**src/rtl/mem2sram16_pkg.sv**
```systemverilog
// mem2sram16_pkg: FSM state and read-tag types shared by the 32-to-16 bit SRAM bridge
package mem2sram16_pkg;
    typedef enum logic [1:0] {IDLE, LO, HI, RDWAIT} state_t;
    typedef struct packed {
        logic valid;
        logic half;
    } tag_t;
endpackage

```
**src/rtl/mem2sram16_if.sv**
```systemverilog
// mem2sram16_if: 32-bit memory request port between the AXI bridge and the SRAM controller
interface mem2sram16_if;
    logic        s_cs;
    logic        s_we;
    logic [31:0] s_addr;
    logic [3:0]  s_byte;
    logic [31:0] s_di;
    logic [31:0] s_do;
    logic        s_busy;
    modport master (output s_cs, s_we, s_addr, s_byte, s_di, input s_do, s_busy);
    modport slave (input s_cs, s_we, s_addr, s_byte, s_di, output s_do, s_busy);
endinterface

```
**src/rtl/mem2sram16_ctrl_rdpipe.sv**
```systemverilog
// sram_rdpipe: RD_LAT-deep {valid, half} tag delay aligning each issued read with its returned halfword
module sram_rdpipe
    import mem2sram16_pkg::*;
#(
    parameter int RD_LAT = 1
) (
    input  logic aclk,
    input  logic aresetn,
    input  tag_t tag_in,
    output logic cap_valid,
    output logic cap_half
);
    tag_t sr [RD_LAT];
    always_ff @(posedge aclk or negedge aresetn)
        if (!aresetn) begin
            for (int i = 0; i < RD_LAT; i++) sr[i] <= '0;
        end else begin
            sr[0] <= tag_in;
            for (int i = 1; i < RD_LAT; i++) sr[i] <= sr[i-1];
        end
    assign cap_valid = sr[RD_LAT-1].valid;
    assign cap_half  = sr[RD_LAT-1].half;
endmodule

```
**src/rtl/mem2sram16_ctrl.sv**
```systemverilog
// mem2sram16_ctrl: splits 32-bit memory accesses into low/high halfword cycles on a 16-bit synchronous SRAM
module mem2sram16_ctrl
    import mem2sram16_pkg::*;
#(
    parameter int AW     = 16,
    parameter int RD_LAT = 1
) (
    input  logic             aclk,
    input  logic             aresetn,
    mem2sram16_if.slave      s,
    output logic             sram_ce,
    output logic             sram_we,
    output logic [AW-1:0]    sram_addr,
    output logic [1:0]       sram_bwe,
    output logic [15:0]      sram_di,
    input  logic [15:0]      sram_do
);
    state_t        state, nxt;
    logic          idle;
    logic          we_q, cur_we;
    logic [AW-2:0] addr_q, cur_addr;
    logic [3:0]    byte_q, cur_byte;
    logic [31:0]   di_q, cur_di;
    logic          ce_d, we_d, half;
    logic [AW-1:0] addr_d;
    logic [1:0]    bwe_d;
    logic [15:0]   di_d;
    logic          cap_valid, cap_half;
    tag_t          rd_tag;
    logic          unused_addr;

    assign idle        = state == IDLE;
    assign s.s_busy    = !idle;
    assign unused_addr = ^{s.s_addr[31:AW+1], s.s_addr[1:0]};
    // In IDLE the accept-edge SRAM cycle is built straight from the request, not the latches
    assign cur_we   = idle ? s.s_we : we_q;
    assign cur_addr = idle ? s.s_addr[AW:2] : addr_q;
    assign cur_byte = idle ? s.s_byte : byte_q;
    assign cur_di   = idle ? s.s_di : di_q;

    always_ff @(posedge aclk or negedge aresetn)
        if (!aresetn) state <= IDLE;
        else state <= nxt;

    always_comb begin
        nxt = state;
        case (state)
            IDLE:    nxt = !s.s_cs ? IDLE : (!cur_we || |cur_byte[1:0]) ? LO : |cur_byte[3:2] ? HI : IDLE;
            LO:      nxt = (cur_we && !(|cur_byte[3:2])) ? IDLE : HI;
            HI:      nxt = cur_we ? IDLE : RDWAIT;
            default: nxt = (cap_valid && cap_half) ? IDLE : RDWAIT;
        endcase
    end

    always_comb begin
        ce_d   = nxt == LO || nxt == HI;
        half   = nxt == HI;
        we_d   = ce_d && cur_we;
        addr_d = ce_d ? {cur_addr, half} : '0;
        bwe_d  = we_d ? (half ? cur_byte[3:2] : cur_byte[1:0]) : 2'b00;
        di_d   = we_d ? (half ? cur_di[31:16] : cur_di[15:0]) : 16'h0000;
    end

    always_ff @(posedge aclk or negedge aresetn)
        if (!aresetn) begin
            we_q      <= 1'b0;
            addr_q    <= '0;
            byte_q    <= '0;
            di_q      <= '0;
            sram_ce   <= 1'b0;
            sram_we   <= 1'b0;
            sram_addr <= '0;
            sram_bwe  <= '0;
            sram_di   <= '0;
            s.s_do    <= '0;
        end else begin
            if (idle) begin
                we_q   <= s.s_we;
                addr_q <= s.s_addr[AW:2];
                byte_q <= s.s_byte;
                di_q   <= s.s_di;
            end
            sram_ce   <= ce_d;
            sram_we   <= we_d;
            sram_addr <= addr_d;
            sram_bwe  <= bwe_d;
            sram_di   <= di_d;
            if (cap_valid && cap_half) s.s_do[31:16] <= sram_do;
            if (cap_valid && !cap_half) s.s_do[15:0] <= sram_do;
        end

    // Tag is taken from the registered SRAM outputs, so RD_LAT stages land on the data-valid cycle
    assign rd_tag = '{valid: sram_ce && !sram_we, half: sram_addr[0]};

    sram_rdpipe #(.RD_LAT(RD_LAT)) u_rdpipe (
        .aclk      (aclk),
        .aresetn   (aresetn),
        .tag_in    (rd_tag),
        .cap_valid (cap_valid),
        .cap_half  (cap_half)
    );
endmodule

```
**src/flat_wrapper.sv**
```systemverilog
// flat-port wrapper written by rule: the top's interface ports become plain ports
module mem2sram16_ctrl_flat import mem2sram16_pkg::*;
#(
    parameter int AW     = 16,
    parameter int RD_LAT = 1
)
  (aclk, aresetn, sram_ce, sram_we, sram_addr, sram_bwe, sram_di, sram_do, s_s_cs, s_s_we, s_s_addr, s_s_byte, s_s_di, s_s_do, s_s_busy);
  mem2sram16_if s_i ();
  input  logic aclk;
  input  logic aresetn;
  output logic sram_ce;
  output logic sram_we;
  output logic [AW-1:0] sram_addr;
  output logic [1:0] sram_bwe;
  output logic [15:0] sram_di;
  input  logic [15:0] sram_do;
  input wire logic [$bits(s_i.s_cs)-1:0] s_s_cs;
  input wire logic [$bits(s_i.s_we)-1:0] s_s_we;
  input wire logic [$bits(s_i.s_addr)-1:0] s_s_addr;
  input wire logic [$bits(s_i.s_byte)-1:0] s_s_byte;
  input wire logic [$bits(s_i.s_di)-1:0] s_s_di;
  output wire logic [$bits(s_i.s_do)-1:0] s_s_do;
  output wire logic [$bits(s_i.s_busy)-1:0] s_s_busy;
  assign s_i.s_cs = s_s_cs;
  assign s_i.s_we = s_s_we;
  assign s_i.s_addr = s_s_addr;
  assign s_i.s_byte = s_s_byte;
  assign s_i.s_di = s_s_di;
  assign s_s_do = s_i.s_do;
  assign s_s_busy = s_i.s_busy;
  mem2sram16_ctrl #(.AW(AW), .RD_LAT(RD_LAT)) u_core (.aclk(aclk), .aresetn(aresetn), .s(s_i), .sram_ce(sram_ce), .sram_we(sram_we), .sram_addr(sram_addr), .sram_bwe(sram_bwe), .sram_di(sram_di), .sram_do(sram_do));
endmodule
```
**config.mk**
```make
export PLATFORM = sky130hd
export DESIGN_NAME = mem2sram16_ctrl_flat
export DESIGN_NICKNAME = d
export VERILOG_FILES = /design/src/rtl/mem2sram16_pkg.sv /design/src/rtl/mem2sram16_if.sv /design/src/rtl/mem2sram16_ctrl_rdpipe.sv /design/src/rtl/mem2sram16_ctrl.sv /design/src/flat_wrapper.sv
export SDC_FILE = /design/constraint.sdc
export NUM_CORES = 1
export LEC_CHECK = 0
export ABC_CLOCK_PERIOD_IN_PS = 2400
export BUFFER_PORTS_ARGS = -buffer_cell sky130_fd_sc_hd__buf_4
export CAP_MARGIN = 20
export CORE_MARGIN = 2
export CORE_UTILIZATION = 30
export CTS_CLUSTER_SIZE = 16
export DETAILED_ROUTE_END_ITERATION = 8
export HOLD_SLACK_MARGIN = 0.05
export MAX_ROUTING_LAYER = met4
export PLACE_DENSITY_LB_ADDON = 0.25
export SLEW_MARGIN = 10
export SYNTH_ARGS = -nofsm -noshare
export SYNTH_HDL_FRONTEND = slang
export SYNTH_SLANG_ARGS = --single-unit
```
**constraint.sdc**
```tcl
create_clock -name aclk -period 2.4 [get_ports aclk]
set_input_delay 0.48 -clock aclk [delete_from_list [all_inputs] [get_ports aclk]]
set_output_delay 0.48 -clock aclk [all_outputs]
set_load 0.05 [all_outputs]
```
==> flow_metrics.py, run 1 <==
metrics = {
    "routing": {
        "first_pass_iters": 6,
        "via_per_inst": 4.40,
        "drtIter0Drc": 103,
        "routed_wirelength_mm": 10.4,
        "ant_nets": 0,
        "wire_per_inst_microns": 15.2,
        "vias": 3005,
        "drcViolationCount": 0,
    },
    "worst_setup_path": {
        "critPathKind": "reg2reg",
        "crit_required_ns": 2.69,
        "cp_cell_sequence": "or4b_2 > nand3_2 > a22oi_1 > ha_1 > buf_12 > mux4_2 > nor2b_1",
        "arrival_ns": 2.53,
        "critPathLaunchType": "flip-flop",
        "crit_family": "simple AND/OR/NAND/NOR gates",
        "critPathBufInv": 1,
        "cp_slowest_cell": "or4b_2",
        "cp_slowest_stage_delay_ns": 0.68,
        "crit_fanout": 14,
        "end_kind": "flip-flop",
    },
    "global_routing": {
        "grt_max_degree": 72,
        "grtUsageTotal": 0.131,
        "grt_pass1_wl_mm": 17.1,
        "first_global_vias": 3306,
        "grt_antenna_before_repair": 0,
        "globalRouteOverflowTotal": 0,
    },
    "cts": {
        "cts_tree": "built",
        "h-tree-depth": 4,
        "clockBufferDepth": 2,
        "cts_made_buffers": 17,
        "postCtsSetupBuffers": 0,
        "cts_resized": 0,
        "cts.sinks": 124,
        "clk_pin_slew_worst_paths_ns": 0.06,
        "clock-root-buffer": "clkbuf_16",
        "worstSkewPairLatency_ns": 0.41,
    },
    "die": {
        "die-area_sq_um": 17400,
        "initial_core_util": 0.309,
        "chipWidth_microns": 132,
        "die_h_microns": 132,
        "ios": 157,
        "rows": 46,
        "core_area_sq_um": 15900,
    },
    "flow_run": {
        "maxCapViolations": 0,
    },
    "finish": {
        "n_antenna_cell": 0,
        "final_util": 0.439,
        "area_growth_pct": 42.3,
        "drive_above_1_share": 0.621,
        "fillCellCount": 1501,
        "fin_cells": 683,
        "nets": 543,
    },
    "logic_synthesis": {
        "syn_inst": 299,
        "synth_edf_count": 0,
        "syn_nets": 388,
        "synth_top_cell_area_share": 0.631,
        "synth.most_common_cell": "dfrtp_1",
        "yosysSeqAreaShare": 0.631,
        "synth_area_leaders": "dfrtp_1 (63%), mux2_2 (19%), mux4_2 (8.2%)",
        "syn_area_per_cell_sq_um": 16.5,
        "synth_ff_type": "dfrtp_1",
        "synth_area_leader_cell": "dfrtp_1",
        "ys_top_cells_by_count": "dfrtp_1 (124), mux2_2 (83), nor2b_1 (19), mux4_2 (18), and2_1 (15)",
        "async_flop_share": 1.00,
        "synth_area_sq_um": 4920,
        "yosysWarnings": 0,
        "ys_seq_elements": 124,
        "ys_types": 27,
    },
    "pwr": {
        "leakagePower_nw": 3.40,
        "p_int_w": 0.00432,
        "power_switching_w": 0.00114,
        "switching_share": 0.209,
        "ir_drop_mv": 0.420,
        "power_w": 0.00546,
        "combPwrFrac": 0.060,
        "seqPwrFrac": 0.391,
        "clockPowerShare": 0.549,
        "p_per_area_nw_per_um2": 780,
    },
    "place": {
        "dp_slack_ns": -0.0573,
        "place.gp.congestion": 0.711,
        "dp_hpwl_mm": 7.24,
        "io_buffers": 139,
        "dp_cells": 650,
    },
    "timing": {
        "finalMaxSlewViolations": 0,
        "setup_ws_ns": 0.162,
        "rsz0062_at_grt": "no",
        "fin_crit_ns": 2.24,
        "final-setup-viol-count": 0,
        "final-hold-violation-count": 0,
        "fin_skew_ns": 0.00487,
        "max_freq_ghz": 0.447,
        "period_share": 0.933,
        "relSlewSlack": 0.496,
        "hold_ws_ns": 0.309,
        "tightest_slew_ns": 0.755,
    },
    "min_path": {
        "hold_class": "in2reg",
    },
    "run_status": {
        "status": "completed",
    },
}
## cell type report
type / count / area (sq um) / area share
clock buffer: 18 / 429 / 0.0613
sequential: 124 / 3100 / 0.443
timing repair buffer: 152 / 1210 / 0.172
inverter: 3 / 15.0 / 0.00214
tap: 216 / 270 / 0.0386
clock inverter: 14 / 265 / 0.0379
multi-input combinational: 156 / 1710 / 0.245
## registers in the layout, indices dropped and copies added, names as in the netlist, 2 cells and up
name	cells
u_core.di_q	32
u_core.s.s_do	32
u_core.sram_addr	16
u_core.sram_di	16
u_core.addr_q	15
u_core.byte_q	4
u_core.sram_bwe	2
u_core.state	2
## worst reg2reg max path, cell delays in order (launching register included)
cell	delay, ns
dfrtp_1	0.38
or4b_2	0.68
nand3_2	0.10
a22oi_1	0.11
ha_1	0.24
buf_12	0.17
mux4_2	0.30
nor2b_1	0.15
## final timing paths
check	cells past startpoint	end	from	slack, ns
max in group asynchronous	3	u_core.di_q[14]$_DFF_PN0_	aresetn	1.37
max reg2reg	7	u_core.sram_bwe[1]$_DFF_PN0_	u_core.byte_q[2]$_DFF_PN0_	0.16
max	7	u_core.sram_bwe[1]$_DFF_PN0_	u_core.byte_q[2]$_DFF_PN0_	0.16
min in group asynchronous	2	u_core.s.s_do[28]$_DFFE_PN0P_	aresetn	0.44
min reg2reg	0	u_core.u_rdpipe.cap_half$_DFF_PN0_	u_core.sram_addr[0]$_DFF_PN0_	0.38
min	2	u_core.di_q[21]$_DFF_PN0_	s_s_di[21]	0.31
## cell usage in the layout (no fill, tap or decap), types with 2 or more instances in the layout
master / Yosys / final
buf_12: 0 / 5
dfrtp_1: 124 / 124
clkinvlp_4: 0 / 3
clkbuf_16: 0 / 17
nand2b_1: 3 / 3
and2_1: 15 / 15
nand2_1: 2 / 2
buf_4: 6 / 146
inv_1: 3 / 2
mux2_2: 83 / 83
mux4_2: 18 / 18
inv_6: 0 / 2
nor2b_1: 19 / 19
nand3_1: 3 / 2
clkinv_4: 0 / 2
bufinv_16: 0 / 7
## layer usage
layer / share of wire / vias up / routed length, microns / track usage
met4: 0.0093 / 0 / 96 / 0.0405
met2: 0.49 / 95 / 5040 / 0.206
met5: 0 / - / 0 / -
met1: 0.43 / 1528 / 4500 / 0.154
met3: 0.071 / 10 / 732 / 0.0538
li1: - / 1372 / - / -
## power by group through the flow
stage / sequential (W) / clock, W / combinational (W)
6_report: 0.00214 / 0.00300 / 0.000325
5_1_grt: 0.00214 / 0.00318 / 0.000351
4_1_cts: 0.00214 / 0.00308 / 0.000333
3_5_place_dp: 0.00217 / 0 / 0.000332
3_3_place_gp: 0.00217 / 0 / 0.000325
2_1_floorplan: 0.00227 / 0 / 0.0000289
## timing repair
action | CTS | global route
endpoints found under the setup margin | 0 | 0
endpoints found under the hold margin | 5 | 0
hold buffers | 1 | 0
## kinds of logic after synthesis
logic type	synth area share
flops	0.631
compound gates	0.00814
simple gates	0.0628
buf+inv	0.0236
fa+ha+maj	0.00254
mux	0.272
## per-stage QoR
| step | cell area [sq um] | TNS, ns |
|---|---|---|
| after floorplan | 4940 | 0 |
| after global placement | 6300 | -0.00905 |
| after detailed placement | 6300 | -0.514 |
| after CTS | 7000 | 0 |
| after global routing | 7000 | 0 |
| final | 7000 | 0 |
Power figures use the tool's default switching activity.
==> run 2: changes to the inputs <==
--- a/config.mk
+++ b/config.mk
@@ -15,6 +15,7 @@
 export HOLD_SLACK_MARGIN = 0.05
 export MAX_ROUTING_LAYER = met4
 export PLACE_DENSITY_LB_ADDON = 0.25
+export REMOVE_ABC_BUFFERS = 1
 export SLEW_MARGIN = 10
 export SYNTH_ARGS = -nofsm -noshare
 export SYNTH_HDL_FRONTEND = slang
==> flow_metrics.py, run 2 (same netlist as run 1, synthesis figures left out) <==
metrics = {
    "cts": {
        "cts_tree": "built",
        "worstSkewPairLatency_ns": 0.41,
        "clock-root-buffer": "clkbuf_16",
        "cts_made_buffers": 17,
        "cts.sinks": 124,
        "postCtsSetupBuffers": 0,
        "h-tree-depth": 4,
        "clockBufferDepth": 2,
        "clk_pin_slew_worst_paths_ns": 0.06,
    },
    "min_path": {
        "hold_class": "in2reg",
    },
    "timing": {
        "rsz0062_at_grt": "no",
        "final-setup-viol-count": 0,
        "finalMaxSlewViolations": 0,
        "tightest_slew_ns": 0.684,
        "finalSetupTns_ns": 0,
        "relSlewSlack": 0.543,
        "final-hold-violation-count": 0,
        "max_freq_ghz": 0.454,
        "fin_skew_ns": 0.00686,
        "fin_crit_ns": 2.20,
        "period_share": 0.917,
    },
    "worst_setup_path": {
        "crit_fanout": 15,
        "crit_required_ns": 2.70,
        "end_kind": "flip-flop",
        "crit_family": "simple AND/OR/NAND/NOR gates",
        "cp_slowest_cell": "or4b_2",
        "r2r_setup_slack_ns": 0.20,
        "arrival_ns": 2.50,
        "critPathKind": "reg2reg",
        "critPathLaunchType": "flip-flop",
        "cp_slowest_stage_delay_ns": 0.66,
        "critPathBufInv": 1,
        "cp_cell_sequence": "or4b_2 > nand3_1 > a22oi_1 > ha_1 > buf_12 > mux4_2 > nor2b_1",
    },
    "pwr": {
        "ir_drop_mv": 0.439,
        "combPwrFrac": 0.064,
        "clockPowerShare": 0.511,
        "p_per_area_nw_per_um2": 729,
        "seqPwrFrac": 0.425,
        "leakagePower_nw": 3.36,
        "power_w": 0.00503,
        "p_int_w": 0.00396,
        "switching_share": 0.213,
        "power_switching_w": 0.00107,
    },
    "finish": {
        "final_util": 0.432,
        "area_growth_pct": 40.1,
        "fillCellCount": 1483,
        "multiInputGateArea_sq_um": 1700,
        "n_antenna_cell": 0,
        "nets": 546,
        "biggestRegsByFlops": "u_core.di_q x32, u_core.s.s_do x32",
        "drive_above_1_share": 0.611,
        "fin_cells": 684,
        "post-route-cell-area_sq_um": 6890,
        "seq_area_sq_um": 3100,
        "final_cell_mix": "buf_4 (150), dfrtp_1 (124), mux2_2 (83)",
        "final_common_cell": "buf_4",
    },
    "routing": {
        "first_pass_iters": 4,
        "via_per_inst": 4.48,
        "drtIter0Drc": 110,
        "vias": 3061,
        "drcViolationCount": 0,
        "wire_per_inst_microns": 15.0,
        "routed_wirelength_mm": 10.2,
        "ant_nets": 0,
    },
    "place": {
        "dp_cells": 653,
        "place.gp.congestion": 0.765,
        "dp_hpwl_mm": 7.13,
        "dpl_cell_area_sq_um": 6290,
        "io_buffers": 139,
    },
    "global_routing": {
        "globalRouteOverflowTotal": 0,
        "grt_antenna_before_repair": 0,
        "grt_max_degree": 69,
        "first_global_vias": 3311,
        "grt_pass1_wl_mm": 17.3,
        "grtUsageTotal": 0.132,
    },
    "die": {
        "die-area_sq_um": 17400,
        "die_h_microns": 132,
        "chipWidth_microns": 132,
        "initial_core_util": 0.309,
        "ios": 157,
        "rows": 46,
        "core_area_sq_um": 15900,
    },
    "flow_run": {
        "maxCapViolations": 0,
    },
    "run_status": {
        "status": "completed",
    },
}
## run 2: cell types whose count changed in the layout (fill, tap and decap cells not counted), sizes merged
cell,previous run,this run
inv,4,3
buf,151,154
bufinv,7,3
clkinvlp,3,0
clkbuf,18,23
clkinv,3,4
## run 2: final timing paths
| path | start | end | cells after the start |
|---|---|---|---|
| min in group asynchronous | aresetn | u_core.sram_di[7]$_DFF_PN0_ | 2 |
| max in group asynchronous | aresetn | u_core.addr_q[7]$_DFF_PN0_ | 3 |
| worst min register to register | u_core.sram_addr[0]$_DFF_PN0_ | u_core.u_rdpipe.cap_half$_DFF_PN0_ | 0 |
| worst max register to register | u_core.byte_q[2]$_DFF_PN0_ | u_core.sram_bwe[1]$_DFF_PN0_ | 7 |
| worst min-delay path | s_s_di[24] | u_core.di_q[24]$_DFF_PN0_ | 2 |
| worst max-delay path | u_core.byte_q[2]$_DFF_PN0_ | u_core.sram_bwe[1]$_DFF_PN0_ | 7 |
## run 2: area by class of cell
cell class,instances,area share
Tap cell,216,0.0392
Clock inverter,7,0.0165
Timing Repair Buffer,155,0.176
Sequential cell,124,0.450
Inverter,3,0.00163
Clock buffer,23,0.0693
Multi-Input combinational cell,156,0.247
## run 2: routing by layer
metal,up-vias,part of all wire,global-route usage
met4,0,0.024,0.0688
li1,1372,-,-
met2,100,0.48,0.196
met3,16,0.060,0.0423
met5,-,0,-
met1,1573,0.44,0.161
## run 2: through the flow
stage / worst slack (ns) / hold slack (ns)
2_1_floorplan: -1.26 / 0.184
3_3_place_gp: -0.0646 / 0.365
3_5_place_dp: -0.0936 / 0.382
4_1_cts: 0.170 / 0.287
5_1_grt: 0.0647 / 0.290
6_report: 0.199 / 0.303
## run 2: power by group through the flow
stage | registers (W) | logic (W) | clock network, W
6_report | 0.00214 | 0.000322 | 0.00257
5_1_grt | 0.00214 | 0.000347 | 0.00276
4_1_cts | 0.00214 | 0.000329 | 0.00265
3_5_place_dp | 0.00217 | 0.000327 | 0
3_3_place_gp | 0.00217 | 0.000322 | 0
2_1_floorplan | 0.00227 | 0.0000286 | 0
## run 2: repair_timing
| item | in CTS | in global routing |
|---|---|---|
| hold buffers | 1 | 0 |
| hold endpoints to repair | 34 | 0 |
| gates resized for setup | 0 | 0 |
